`src/rtl/dem_dwa_encoder_if.sv`:
```
// Handshake bundle between the noise-shaping path, the DWA encoder and the
// unit-element DAC drivers. The master side feeds codes and consumes
// select vectors; the slave side is the encoder itself.
interface dem_dwa_encoder_if #(
  parameter int NUM_ELEM = 16
);
  localparam int CODE_W = $clog2(NUM_ELEM + 1);
  localparam int PTR_W  = $clog2(NUM_ELEM);

  logic [CODE_W-1:0]   code_in;
  logic                code_valid;
  logic                code_ready;
  logic                dem_en;
  logic [NUM_ELEM-1:0] elem_sel;
  logic                sel_valid;
  logic                sel_ready;
  logic [PTR_W-1:0]    ptr_out;
  logic                ovf_flag;
  logic                ovf_clr;

  modport master (
    output code_in,
    output code_valid,
    input  code_ready,
    output dem_en,
    input  elem_sel,
    input  sel_valid,
    output sel_ready,
    input  ptr_out,
    input  ovf_flag,
    output ovf_clr
  );

  modport slave (
    input  code_in,
    input  code_valid,
    output code_ready,
    input  dem_en,
    output elem_sel,
    output sel_valid,
    input  sel_ready,
    output ptr_out,
    output ovf_flag,
    input  ovf_clr
  );
endinterface

```
`src/rtl/dem_dwa_encoder.sv`:
```
// Data-weighted-averaging encoder for the unit-element DAC. Each accepted
// code selects a contiguous run of elements starting at a rotating pointer,
// so every element is used equally often and mismatch error is pushed to
// high frequencies. A single registered output slot decouples the DAC side.
module dem_dwa_encoder #(
  parameter int NUM_ELEM = 16,
  parameter int CODE_W   = $clog2(NUM_ELEM + 1),
  parameter int PTR_W    = $clog2(NUM_ELEM)
) (
  input logic              clk,
  input logic              reset_n,
  dem_dwa_encoder_if.slave bus
);

  // Largest legal code: all elements on.
  localparam logic [CODE_W-1:0]   MAX_CODE = CODE_W'(NUM_ELEM);
  localparam logic [NUM_ELEM-1:0] ALL_ONES = '1;

  // Output slot occupancy.
  localparam logic [0:0] ST_EMPTY = 1'b0;
  localparam logic [0:0] ST_FULL  = 1'b1;

  logic [0:0]            state;
  logic [0:0]            state_next;
  logic [NUM_ELEM-1:0]   sel_q;
  logic [NUM_ELEM-1:0]   sel_next;
  logic [NUM_ELEM-1:0]   ones_mask;
  logic [2*NUM_ELEM-1:0] therm;
  logic [2*NUM_ELEM-1:0] rotated;
  logic [PTR_W-1:0]      ptr_q;
  logic [PTR_W-1:0]      ptr_next;
  logic [PTR_W-1:0]      shift_amt;
  logic [CODE_W-1:0]     code_eff;
  logic                  code_over;
  logic                  ovf_q;
  logic                  slot_full;
  logic                  can_take;
  logic                  accept;

  // The slot can take a new code when empty or when it is drained this cycle;
  // this never depends on code_in, only on slot state and sel_ready.
  assign slot_full = (state == ST_FULL);
  assign can_take  = !slot_full || bus.sel_ready;
  assign accept    = bus.code_valid && can_take;

  // Clamp out-of-range codes to full scale and note the overrange.
  always_comb begin
    code_over = (bus.code_in > MAX_CODE);
    code_eff  = code_over ? MAX_CODE : bus.code_in;
  end

  // Build a thermometer of code_eff ones in a double-width word, rotate it by
  // the pointer and fold the upper half back onto the lower half, which gives
  // the modulo-NUM_ELEM wrap in one level of logic. Static mode uses shift 0.
  always_comb begin
    ones_mask = ~(ALL_ONES << code_eff);
    therm     = {{NUM_ELEM{1'b0}}, ones_mask};
    shift_amt = bus.dem_en ? ptr_q : '0;
    rotated   = therm << shift_amt;
    sel_next  = rotated[NUM_ELEM-1:0] | rotated[2*NUM_ELEM-1:NUM_ELEM];
    ptr_next  = bus.dem_en ? (ptr_q + code_eff[PTR_W-1:0]) : ptr_q;
  end

  // Slot occupancy: fill on accept, drain only when consumed with nothing new.
  always_comb begin
    state_next = state;
    case (state)
      ST_EMPTY: if (accept) state_next = ST_FULL;
      ST_FULL:  if (!accept && bus.sel_ready) state_next = ST_EMPTY;
      default:  state_next = ST_EMPTY;
    endcase
  end

  // Occupancy register.
  always_ff @(posedge clk or negedge reset_n) begin
    if (!reset_n) state <= ST_EMPTY;
    else          state <= state_next;
  end

  // Vector and pointer only move on acceptance, so they hold under backpressure.
  always_ff @(posedge clk or negedge reset_n) begin
    if (!reset_n) begin
      sel_q <= '0;
      ptr_q <= '0;
    end else if (accept) begin
      sel_q <= sel_next;
      ptr_q <= ptr_next;
    end
  end

  // Sticky overrange flag; a new overrange wins over a same-cycle clear.
  always_ff @(posedge clk or negedge reset_n) begin
    if (!reset_n)                   ovf_q <= 1'b0;
    else if (accept && code_over)   ovf_q <= 1'b1;
    else if (bus.ovf_clr)           ovf_q <= 1'b0;
  end

  assign bus.code_ready = can_take;
  assign bus.elem_sel   = sel_q;
  assign bus.sel_valid  = slot_full;
  assign bus.ptr_out    = ptr_q;
  assign bus.ovf_flag   = ovf_q;

endmodule

```
`src/flat_wrapper.sv`:
```
// flat-port wrapper written by rule: the top's interface ports become plain ports
module dem_dwa_encoder_flat 
#(
  parameter int NUM_ELEM = 16,
  parameter int CODE_W   = $clog2(NUM_ELEM + 1),
  parameter int PTR_W    = $clog2(NUM_ELEM)
)
  (clk, reset_n, bus_code_in, bus_code_valid, bus_code_ready, bus_dem_en, bus_elem_sel, bus_sel_valid, bus_sel_ready, bus_ptr_out, bus_ovf_flag, bus_ovf_clr);
  dem_dwa_encoder_if #(.NUM_ELEM(NUM_ELEM)) bus_i ();
  input logic clk;
  input logic reset_n;
  input wire logic [$bits(bus_i.code_in)-1:0] bus_code_in;
  input wire logic [$bits(bus_i.code_valid)-1:0] bus_code_valid;
  output wire logic [$bits(bus_i.code_ready)-1:0] bus_code_ready;
  input wire logic [$bits(bus_i.dem_en)-1:0] bus_dem_en;
  output wire logic [$bits(bus_i.elem_sel)-1:0] bus_elem_sel;
  output wire logic [$bits(bus_i.sel_valid)-1:0] bus_sel_valid;
  input wire logic [$bits(bus_i.sel_ready)-1:0] bus_sel_ready;
  output wire logic [$bits(bus_i.ptr_out)-1:0] bus_ptr_out;
  output wire logic [$bits(bus_i.ovf_flag)-1:0] bus_ovf_flag;
  input wire logic [$bits(bus_i.ovf_clr)-1:0] bus_ovf_clr;
  assign bus_i.code_in = bus_code_in;
  assign bus_i.code_valid = bus_code_valid;
  assign bus_code_ready = bus_i.code_ready;
  assign bus_i.dem_en = bus_dem_en;
  assign bus_elem_sel = bus_i.elem_sel;
  assign bus_sel_valid = bus_i.sel_valid;
  assign bus_i.sel_ready = bus_sel_ready;
  assign bus_ptr_out = bus_i.ptr_out;
  assign bus_ovf_flag = bus_i.ovf_flag;
  assign bus_i.ovf_clr = bus_ovf_clr;
  dem_dwa_encoder #(.NUM_ELEM(NUM_ELEM), .CODE_W(CODE_W), .PTR_W(PTR_W)) u_core (.clk(clk), .reset_n(reset_n), .bus(bus_i));
endmodule
```
`config.mk`:
```
export PLATFORM = sky130hd
export DESIGN_NAME = dem_dwa_encoder_flat
export DESIGN_NICKNAME = d
export VERILOG_FILES = /design/src/rtl/dem_dwa_encoder_if.sv /design/src/rtl/dem_dwa_encoder.sv /design/src/flat_wrapper.sv
export SDC_FILE = /design/constraint.sdc
export NUM_CORES = 1
export LEC_CHECK = 0
export BUFFER_PORTS_ARGS = -buffer_cell sky130_fd_sc_hd__buf_2
export CAP_MARGIN = 5
export CORE_AREA = 2 2 67 69
export DETAILED_ROUTE_END_ITERATION = 7
export DIE_AREA = 0 0 69 71
export PLACE_DENSITY = 0.82
export SYNTH_ARGS = -nofsm -noshare
export SYNTH_HDL_FRONTEND = slang
export SYNTH_SLANG_ARGS = --single-unit
```
`constraint.sdc`:
```
create_clock -name clk -period 4.58 [get_ports clk]
set_input_delay 0.458 -clock clk [delete_from_list [all_inputs] [get_ports clk]]
set_output_delay 0.458 -clock clk [all_outputs]
set_load 0.02 [all_outputs]
```
# Word level (Yosys, flattened, before mapping)

Cells that the tools add are included.

Flip-flop bits (word level): 22
Input bits: 11
Output and inout bits: 23

Add/subtract/negate cells: 1
$lt $le $gt $ge: 1
Shifts and indexed selects: 2
Mux-type cells: 7
Bitwise logic cells: 3
Reduce and logical (&&, ||, !) cells: 8

Operators by type and width:

| cell                                                                 | number |
|---|---|
| 16-bit by 4-bit << shifter with 32-bit output                        | 1 |
| 16-bit NOT                                                           | 1 |
| 16-bit bitwise OR                                                    | 1 |
| 16-bit by 5-bit << shifter with 16-bit output (first input constant) | 1 |
| 5-bit > comparator (second input constant)                           | 1 |
| 5-bit 2-to-1 mux                                                     | 1 |
| 4-bit adder                                                          | 1 |
| 1-bit 2-to-1 mux                                                     | 4 |
| 4-bit 2-to-1 mux                                                     | 1 |
| 1-bit logical AND                                                    | 3 |
| 1-bit zero test                                                      | 2 |
| 1-bit case mux with 2 select lines                                   | 1 |
| 2-bit AND reduction                                                  | 1 |
| 2-bit nonzero test                                                   | 1 |
| 1-bit logical OR                                                     | 1 |
| 1-bit NOT                                                            | 1 |

# Depth between registers and ports, before layout

Gate-level depths: netlist of run 1.

Depth after elaboration: 7
Gate-level depth with buffers: 10

# Worst setup path after synthesis of run 1

No wires, ideal clock.

Path kind: input to register
Start point: input port bus_code_in[4]
End point: register u_core.ptr_q[3], in the netlist u_core.bus.ptr_out[3]
Setup time: 0.131 ns
Data arrival time: 1.989 ns
Slack: 2.460 ns
Stages: 9
Path buffers: 2
Path through: buf_2 clkbuf_1 nor2_1 ha_1 inv_1 a211o_1 nand3_1 mux2i_1 or3_1

Cells in the longest elaborated chain, start to end: 3

RTL lines:

| item                 | RTL line              | text |
|---|---|---|
| start, declared      | flat_wrapper.sv:12    | `input wire logic [$bits(bus_i.code_in)-1:0] bus_code_in;` |
| 5-bit > comparator   | dem_dwa_encoder.sv:48 | `code_over = (bus.code_in > MAX_CODE);` |
| 5-bit 2-to-1 mux     | dem_dwa_encoder.sv:49 | `code_eff = code_over ? MAX_CODE : bus.code_in;` |
| 4-bit adder          | dem_dwa_encoder.sv:61 | `ptr_next = bus.dem_en ? (ptr_q + code_eff[PTR_W-1:0]) : ptr_q;` |
| end signal, assigned | dem_dwa_encoder.sv:87 | `ptr_q <= ptr_next;` |
| end, declared        | dem_dwa_encoder.sv:30 | `logic [PTR_W-1:0] ptr_q;` |

Every way passes these cells.
A chain may end at the register's enable or synchronous reset.

# Final worst setup path of run 1

Start point: register u_core.ptr_q[1], in the netlist u_core.bus.ptr_out[1]
End point: register u_core.sel_q[8], in the netlist u_core.bus.elem_sel[8]

Cells in the longest elaborated chain, start to end: 3

RTL lines:

| item                                          | RTL line              | text |
|---|---|---|
| 4-bit 2-to-1 mux                              | dem_dwa_encoder.sv:58 | `shift_amt = bus.dem_en ? ptr_q : '0;` |
| 16-bit by 4-bit << shifter with 32-bit output | dem_dwa_encoder.sv:59 | `rotated = therm << shift_amt;` |
| 16-bit bitwise OR                             | dem_dwa_encoder.sv:60 | `sel_next = rotated[NUM_ELEM-1:0] \| rotated[2*NUM_ELEM-1:NUM_ELEM];` |
| end signal, assigned                          | dem_dwa_encoder.sv:86 | `sel_q <= sel_next;` |
| end, declared                                 | dem_dwa_encoder.sv:25 | `logic [NUM_ELEM-1:0] sel_q;` |

Every way passes these cells.

==> run_results.csv, run 1 <==
group,metric,value,unit
pwr,p_leak,0.873,nW
drt,ant_nets,0,
sta,finalSetupViolCount,0,
pwr,fin_total_pwr,0.00101,W
critical_path,r2r-start,"u_core.bus.ptr_out[1]",
synthesis,netlist_instances,287,
floorplanning,core_area,4200,sq um
floorplanning,die_area,4900,sq um
cells_and_area,area_delta_synth_final,4.68,%
synthesis,yosysWarnings,0,
placed_design,gp_congestion,0.913,
synthesis,synth.distinct_cells,62,
sta,period_minus_slack,2.33,ns
clocking,cts_buffer_depth,2,
sta,worst_clock_skew,0.00260,ns
pwr,max-vdd-ir-drop,0.000407,V
placed_design,dpl_cell_area,2240,sq um
drt,drt_first_iter_violations,183,
drt,wirelength,6.17,mm
run_status,status,"completed",
flow_run,cap_violations,0,
placed_design,pre_cts_ws,2.15,ns
synthesis,ys_seq_area_share,25.1,%
sta,slew_violations,0,
pwr,switching_share,48.9,%
grt,grt_pass1_vias,2031,
critical_path,crit_family,"flip-flops",
placed_design,hpwl,4.33,mm
min_path,hold_path_class,"in2async",
pwr,p_clk_share,14.0,%
drt,drc,0,
synthesis,synth_edf_count,0,
placed_design,portBuffers,33,
critical_path,critPathCaptureType,"flop",
floorplanning,die_w,69,microns
pwr,powerDensity,441,nW/um^2
critical_path,path_cells,"and2_1 -> o31ai_1 -> a2111oi_0 -> nor3_1",
sta,fin_crit_sh,50.9,%
critical_path,path_buf_inv,0,
clocking,post-cts-setup-buffer-count,0,
floorplanning,std_cell_rows,24,
clocking,holdBufCountCts,0,
pwr,switchingPower,0.000495,W
sta,fmax,0.429,GHz
clocking,cts_tree,"done",
critical_path,arrival,2.47,ns
sta,finalHoldViolCount,0,
synthesis,synthArstFlopShare,100,%
clocking,clk_latency,0.27,ns
synthesis,synth_area_leaders,"dfrtp_1 (25%), o21ai_0 (5.0%), nand3_1 (4.1%)",
critical_path,worst_setup_path_start_kind,"flop",
grt,antenna_found_initial,0,
critical_path,critPathLaunch,"u_core.bus.ptr_out[1]",
clocking,cts_resized,0,
clocking,numCtsBuffers,3,
clocking,clkSlewWorstSetupHoldPaths,0.08,ns
sta,tightestPinTransition,0.890,ns
drt,routedWlPerCell,17.9,microns
synthesis,avgSynthCellArea,7.64,sq um
cells_and_area,diodes,0,
synthesis,syn-cell-area,2190,sq um
grt,grt_max_degree,38,
critical_path,cp_max_fo,24,
synthesis,ys.flop_type,"dfrtp_1",
synthesis,synth_top_area_share,25.1,%
floorplanning,die_y,71,microns
pwr,p_int,0.000517,W
sta,rsz0062_at_grt,"false",
sta,max_slew_margin,40.7,%
drt,vias,2357,
sta,setup_tns,0,ns
grt,grt_usage,25.3,%
cells_and_area,fin_area,2290,sq um
floorplanning,start_util,52.1,%
synthesis,synth_fp_nets,300,
drt,firstDrtPassIters,5,
floorplanning,io_pins,34,
sta,setup_slack,2.25,ns
grt,gr-total-overflow,0,
cells_and_area,final_core_util,54.6,%
clocking,ctsRootBufferMaster,"clkbuf_8",
cells_and_area,fin_nets,306,
synthesis,ys_seq_elements,22,
critical_path,crit_type,"reg2reg",
grt,grt_pass1_wl,10.2,mm
synthesis,synth_top_area_cell,"dfrtp_1",
critical_path,worstPathRequired,4.71,ns
pwr,seqPwrFrac,35.3,%
clocking,clock-sinks,22,
clocking,htreeDepth,1,
critical_path,slowest_delay,0.83,ns
cells_and_area,drive_gt1_share,15.4,%
drt,vias_per_cell,6.85,
critical_path,crit_slowest_cell,"dfrtp_1",
pwr,p_comb_share,50.7,%
[cells in the final DEF, fill, tap and decap left out, types with 5 or more instances in the layout]
cell       n
a31oi_1    7
nand2_1   22
nor3_1     6
a21oi_1   17
a211oi_1   6
inv_1      5
buf_2     33
o211ai_1  11
o21ai_0   22
a32oi_1    5
and2_1     8
or3_1      6
nand4_1    5
dfrtp_1   22
nor2_1    20
nand3_1   18
o21a_1     5
[area by class of cell]
type	instances	area [sq um]
fill	402	1910
multi-input combinational	228	1440
sequential	22	551
timing repair buffer	33	165
tap	52	65.1
clock buffer	4	55.1
inverter	5	18.8
[synthesized netlist by cell type (2+ instances only)]
master,n
dfrtp_1,22
nand2_1,22
o21ai_0,22
nor2_1,20
nand3_1,18
a21oi_1,17
buf_2,17
o211ai_1,11
and2_1,8
clkbuf_1,8
a31oi_1,7
a211oi_1,6
nor3_1,6
or3_1,6
a32oi_1,5
inv_1,5
nand4_1,5
o21a_1,5
nand2b_1,4
o31a_1,4
a2111oi_0,3
a211o_1,3
a21o_1,3
a22o_1,3
and3_1,3
buf_6,3
nand3b_1,3
o31ai_1,3
a221oi_1,2
a311oi_1,2
buf_4,2
ha_1,2
mux2i_1,2
nor2b_1,2
o2111ai_1,2
o21bai_1,2
o221ai_1,2
or2_2,2
xnor2_1,2
[power groups by stage]
stage                     combinational [W]  sequential (W)  clock [W]
final                              0.000513        0.000357   0.000142
after global routing               0.000564        0.000370   0.000153
after floorplan                    0.000384        0.000359          0
after global placement             0.000499        0.000354          0
after detailed placement           0.000509        0.000359          0
after CTS                          0.000510        0.000355   0.000147
[state kept, by name (all words and copies together), names as in the netlist]
register / cells
u_core.bus.elem_sel: 16
u_core.bus.ovf_flag: 1
u_core.bus.sel_valid: 1
u_core.bus.ptr_out: 4
[worst reg2reg max path, cell delays in order (launching register included)]
cell       delay, ns
dfrtp_1         0.83
and2_1          0.60
o31ai_1         0.19
a2111oi_0       0.47
nor3_1          0.10
[through the flow]
step	instances	hold slack, ns
after CTS	344	0.175
after detailed placement	340	0.470
after global routing	344	0.206
final	344	0.146
after global placement	340	0.441
after floorplan	287	0.162
[path summary, 6_finish.rpt]
check | endpoint | slack (ns) | depth (start not counted)
max | u_core.bus.elem_sel[8] | 2.25 | 4
min | u_core.bus.elem_sel[9] | 0.15 | 1
max reg2reg | u_core.bus.elem_sel[8] | 2.25 | 4
min reg2reg | u_core.bus.elem_sel[7] | 0.49 | 2
max in group asynchronous | u_core.bus.ptr_out[1] | 4.09 | 1
min in group clk | u_core.bus.ovf_flag | 0.38 | 2
[per-layer routing]
metal	GRT usage (%)	vias up	share of wire, %
li1	-	1113	-
met1	34.9	1100	42
met2	41.2	130	48
met3	4.99	14	8.0
met4	5.66	0	1.7
met5	0	-	0
[logic make-up after synthesis]
| group | synth area share (%) |
|---|---|
| and+or+nand+nor | 23.4 |
| AOI/OAI and AO/OA | 38.0 |
| buffers and inverters | 9.19 |
| DFF | 25.1 |
| muxes | 1.43 |
| xor gates and xnor gates | 1.20 |
| adders and majority gates | 1.66 |
Power figures use the tool's default switching activity.
==> run 2: changes to the inputs <==
--- a/config.mk
+++ b/config.mk
@@ -7,10 +7,10 @@
 export LEC_CHECK = 0
 export BUFFER_PORTS_ARGS = -buffer_cell sky130_fd_sc_hd__buf_2
 export CAP_MARGIN = 5
-export CORE_AREA = 2 2 67 69
+export CORE_AREA = 2 2 68 70
 export DETAILED_ROUTE_END_ITERATION = 7
-export DIE_AREA = 0 0 69 71
-export PLACE_DENSITY = 0.82
+export DIE_AREA = 0 0 70 72
+export PLACE_DENSITY = 0.83
 export SYNTH_ARGS = -nofsm -noshare
 export SYNTH_HDL_FRONTEND = slang
 export SYNTH_SLANG_ARGS = --single-unit
==> constraint.sdc (replaced) <==
create_clock -name clk -period 2.1 [get_ports clk]
set_input_delay 0.21 -clock clk [delete_from_list [all_inputs] [get_ports clk]]
set_output_delay 0.21 -clock clk [all_outputs]
set_load 0.02 [all_outputs]
==> run_results.csv, run 2 (synthesis results as in run 1) <==
group,metric,value,unit
grt,grt_usage,25.3,%
pwr,powerDensity,959,nW/um^2
grt,gr-total-overflow,0,
critical_path,worstPathRequired,2.24,ns
critical_path,crit_slowest_cell,"a2111oi_0",
critical_path,crit_family,"compound AO/OA/AOI/OAI gates",
floorplanning,std_cell_rows,24,
critical_path,slowest_delay,0.46,ns
cells_and_area,mostFrequentLayoutCells,"buf_2 (33), nand2_1 (22), o21ai_0 (22), dfrtp_1 (22), nor2_1 (20)",
clocking,htreeDepth,1,
sta,finalSetupViolCount,0,
drt,routedWlPerCell,17.8,microns
grt,grt_pass1_wl,10.5,mm
grt,grt_max_degree,37,
critical_path,path_cells,"buf_4 -> or3_1 -> a21oi_1 -> o31ai_1 -> a2111oi_0 -> nor3_1",
critical_path,path_buf_inv,1,
sta,fin_crit_sh,93.0,%
sta,worst_clock_skew,0.00257,ns
sta,setup_tns,0,ns
drt,vias,2513,
grt,antenna_found_initial,0,
cells_and_area,drive_gt1_share,19.5,%
grt,grt_pass1_vias,2128,
critical_path,arrival,2.10,ns
sta,timing.hold.ws,0.115,ns
drt,drt_first_iter_violations,238,
sta,fmax,0.512,GHz
pwr,max-vdd-ir-drop,0.000628,V
cells_and_area,final_core_util,57.3,%
clocking,clk_latency,0.27,ns
clocking,clock-sinks,22,
floorplanning,core_area,4260,sq um
sta,tightestPinTransition,0.546,ns
run_status,status,"completed",
clocking,ctsRootBufferMaster,"clkbuf_8",
cells_and_area,area_delta_synth_final,11.4,%
placed_design,placed_cells,355,
placed_design,gp_congestion,1.02,
sta,slew_violations,0,
clocking,clkSlewWorstSetupHoldPaths,0.08,ns
sta,max_slew_margin,63.3,%
sta,rsz0062_at_grt,"false",
floorplanning,die_w,70,microns
cells_and_area,fin_nets,322,
clocking,numCtsBuffers,3,
clocking,cts_tree,"done",
critical_path,crit_type,"reg2reg",
drt,ant_nets,0,
critical_path,critPathCaptureType,"flop",
drt,drc,0,
clocking,cts_resized,0,
floorplanning,io_pins,34,
cells_and_area,final_cells,360,
placed_design,hpwl,4.60,mm
clocking,cts_buffer_depth,2,
min_path,hold_path_class,"in2reg",
sta,finalHoldViolCount,0,
cells_and_area,largest_register_ffs,16,
placed_design,portBuffers,33,
cells_and_area,final_common_cell,"buf_2",
drt,vias_per_cell,6.98,
critical_path,cp_max_fo,14,
drt,wirelength,6.40,mm
critical_path,worst_setup_path_start_kind,"flop",
floorplanning,start_util,51.4,%
pwr,p_leak,0.958,nW
flow_run,cap_violations,0,
drt,firstDrtPassIters,5,
sta,period_minus_slack,1.95,ns
cells_and_area,diodes,0,
floorplanning,die_area,5040,sq um
floorplanning,die_y,72,microns
==> run 2: cell types whose count changed in the layout (fill, tap and decap cells not counted) <==
cell | before | now
buf_4 | 0 | 13
buf_12 | 0 | 2
dlygate4sd3_1 | 0 | 1
==> run 2: power by group <==
part           total (W)  internal (W)  switching (W)
registers       0.000650      0.000543       0.000107
logic            0.00138      0.000515       0.000861
clock network   0.000316      0.000168       0.000148
==> run 2: path summary, 6_finish.rpt <==
kind	startpoint	endpoint	cells past startpoint	slack, ns
setup / recovery	u_core.bus.ptr_out[0]	u_core.bus.elem_sel[0]	6	0.15
hold / removal	bus_ovf_clr	u_core.bus.ovf_flag	2	0.12
setup reg to reg	u_core.bus.ptr_out[0]	u_core.bus.elem_sel[0]	6	0.15
hold reg to reg	u_core.bus.elem_sel[11]	u_core.bus.elem_sel[11]	2	0.50
max in group asynchronous	reset_n	u_core.bus.elem_sel[8]	2	1.31
min in group asynchronous	reset_n	u_core.bus.ptr_out[2]	2	0.44
==> run 2: through the flow <==
step                      worst slack (ns)  power (W)  area (sq um)
after floorplan                      0.228    0.00162          2190
after detailed placement             0.155    0.00200          2380
after CTS                            0.153    0.00232          2440
after global placement               0.209    0.00197          2380
after global routing                0.0200    0.00249          2440
final                                0.147    0.00234          2440
==> run 2: layout make-up <==
type | instances | area [sq um]
Inverter | 5 | 18.8
Multi-Input combinational cell | 228 | 1440
Clock buffer | 4 | 55.1
Fill cell | 409 | 1820
Timing Repair Buffer | 49 | 313
Tap cell | 52 | 65.1
Sequential cell | 22 | 551
==> run 2: what timing repair did <==
item | CTS | global route
endpoints found under the setup margin | 0 | 0
buffers inserted | 0 | 0
hold endpoints to repair | 22 | 0
hold buffers | 1 | 0
==> run 2: per-layer routing <==
layer	routed length [microns]	track usage, %	vias to the layer above	part of all wire [%]
li1	-	-	1146	-
met1	2540	33.7	1164	40
met2	3010	41.8	179	47
met3	693	4.86	24	11
met4	157	8.55	0	2.5
met5	0	0	-	0
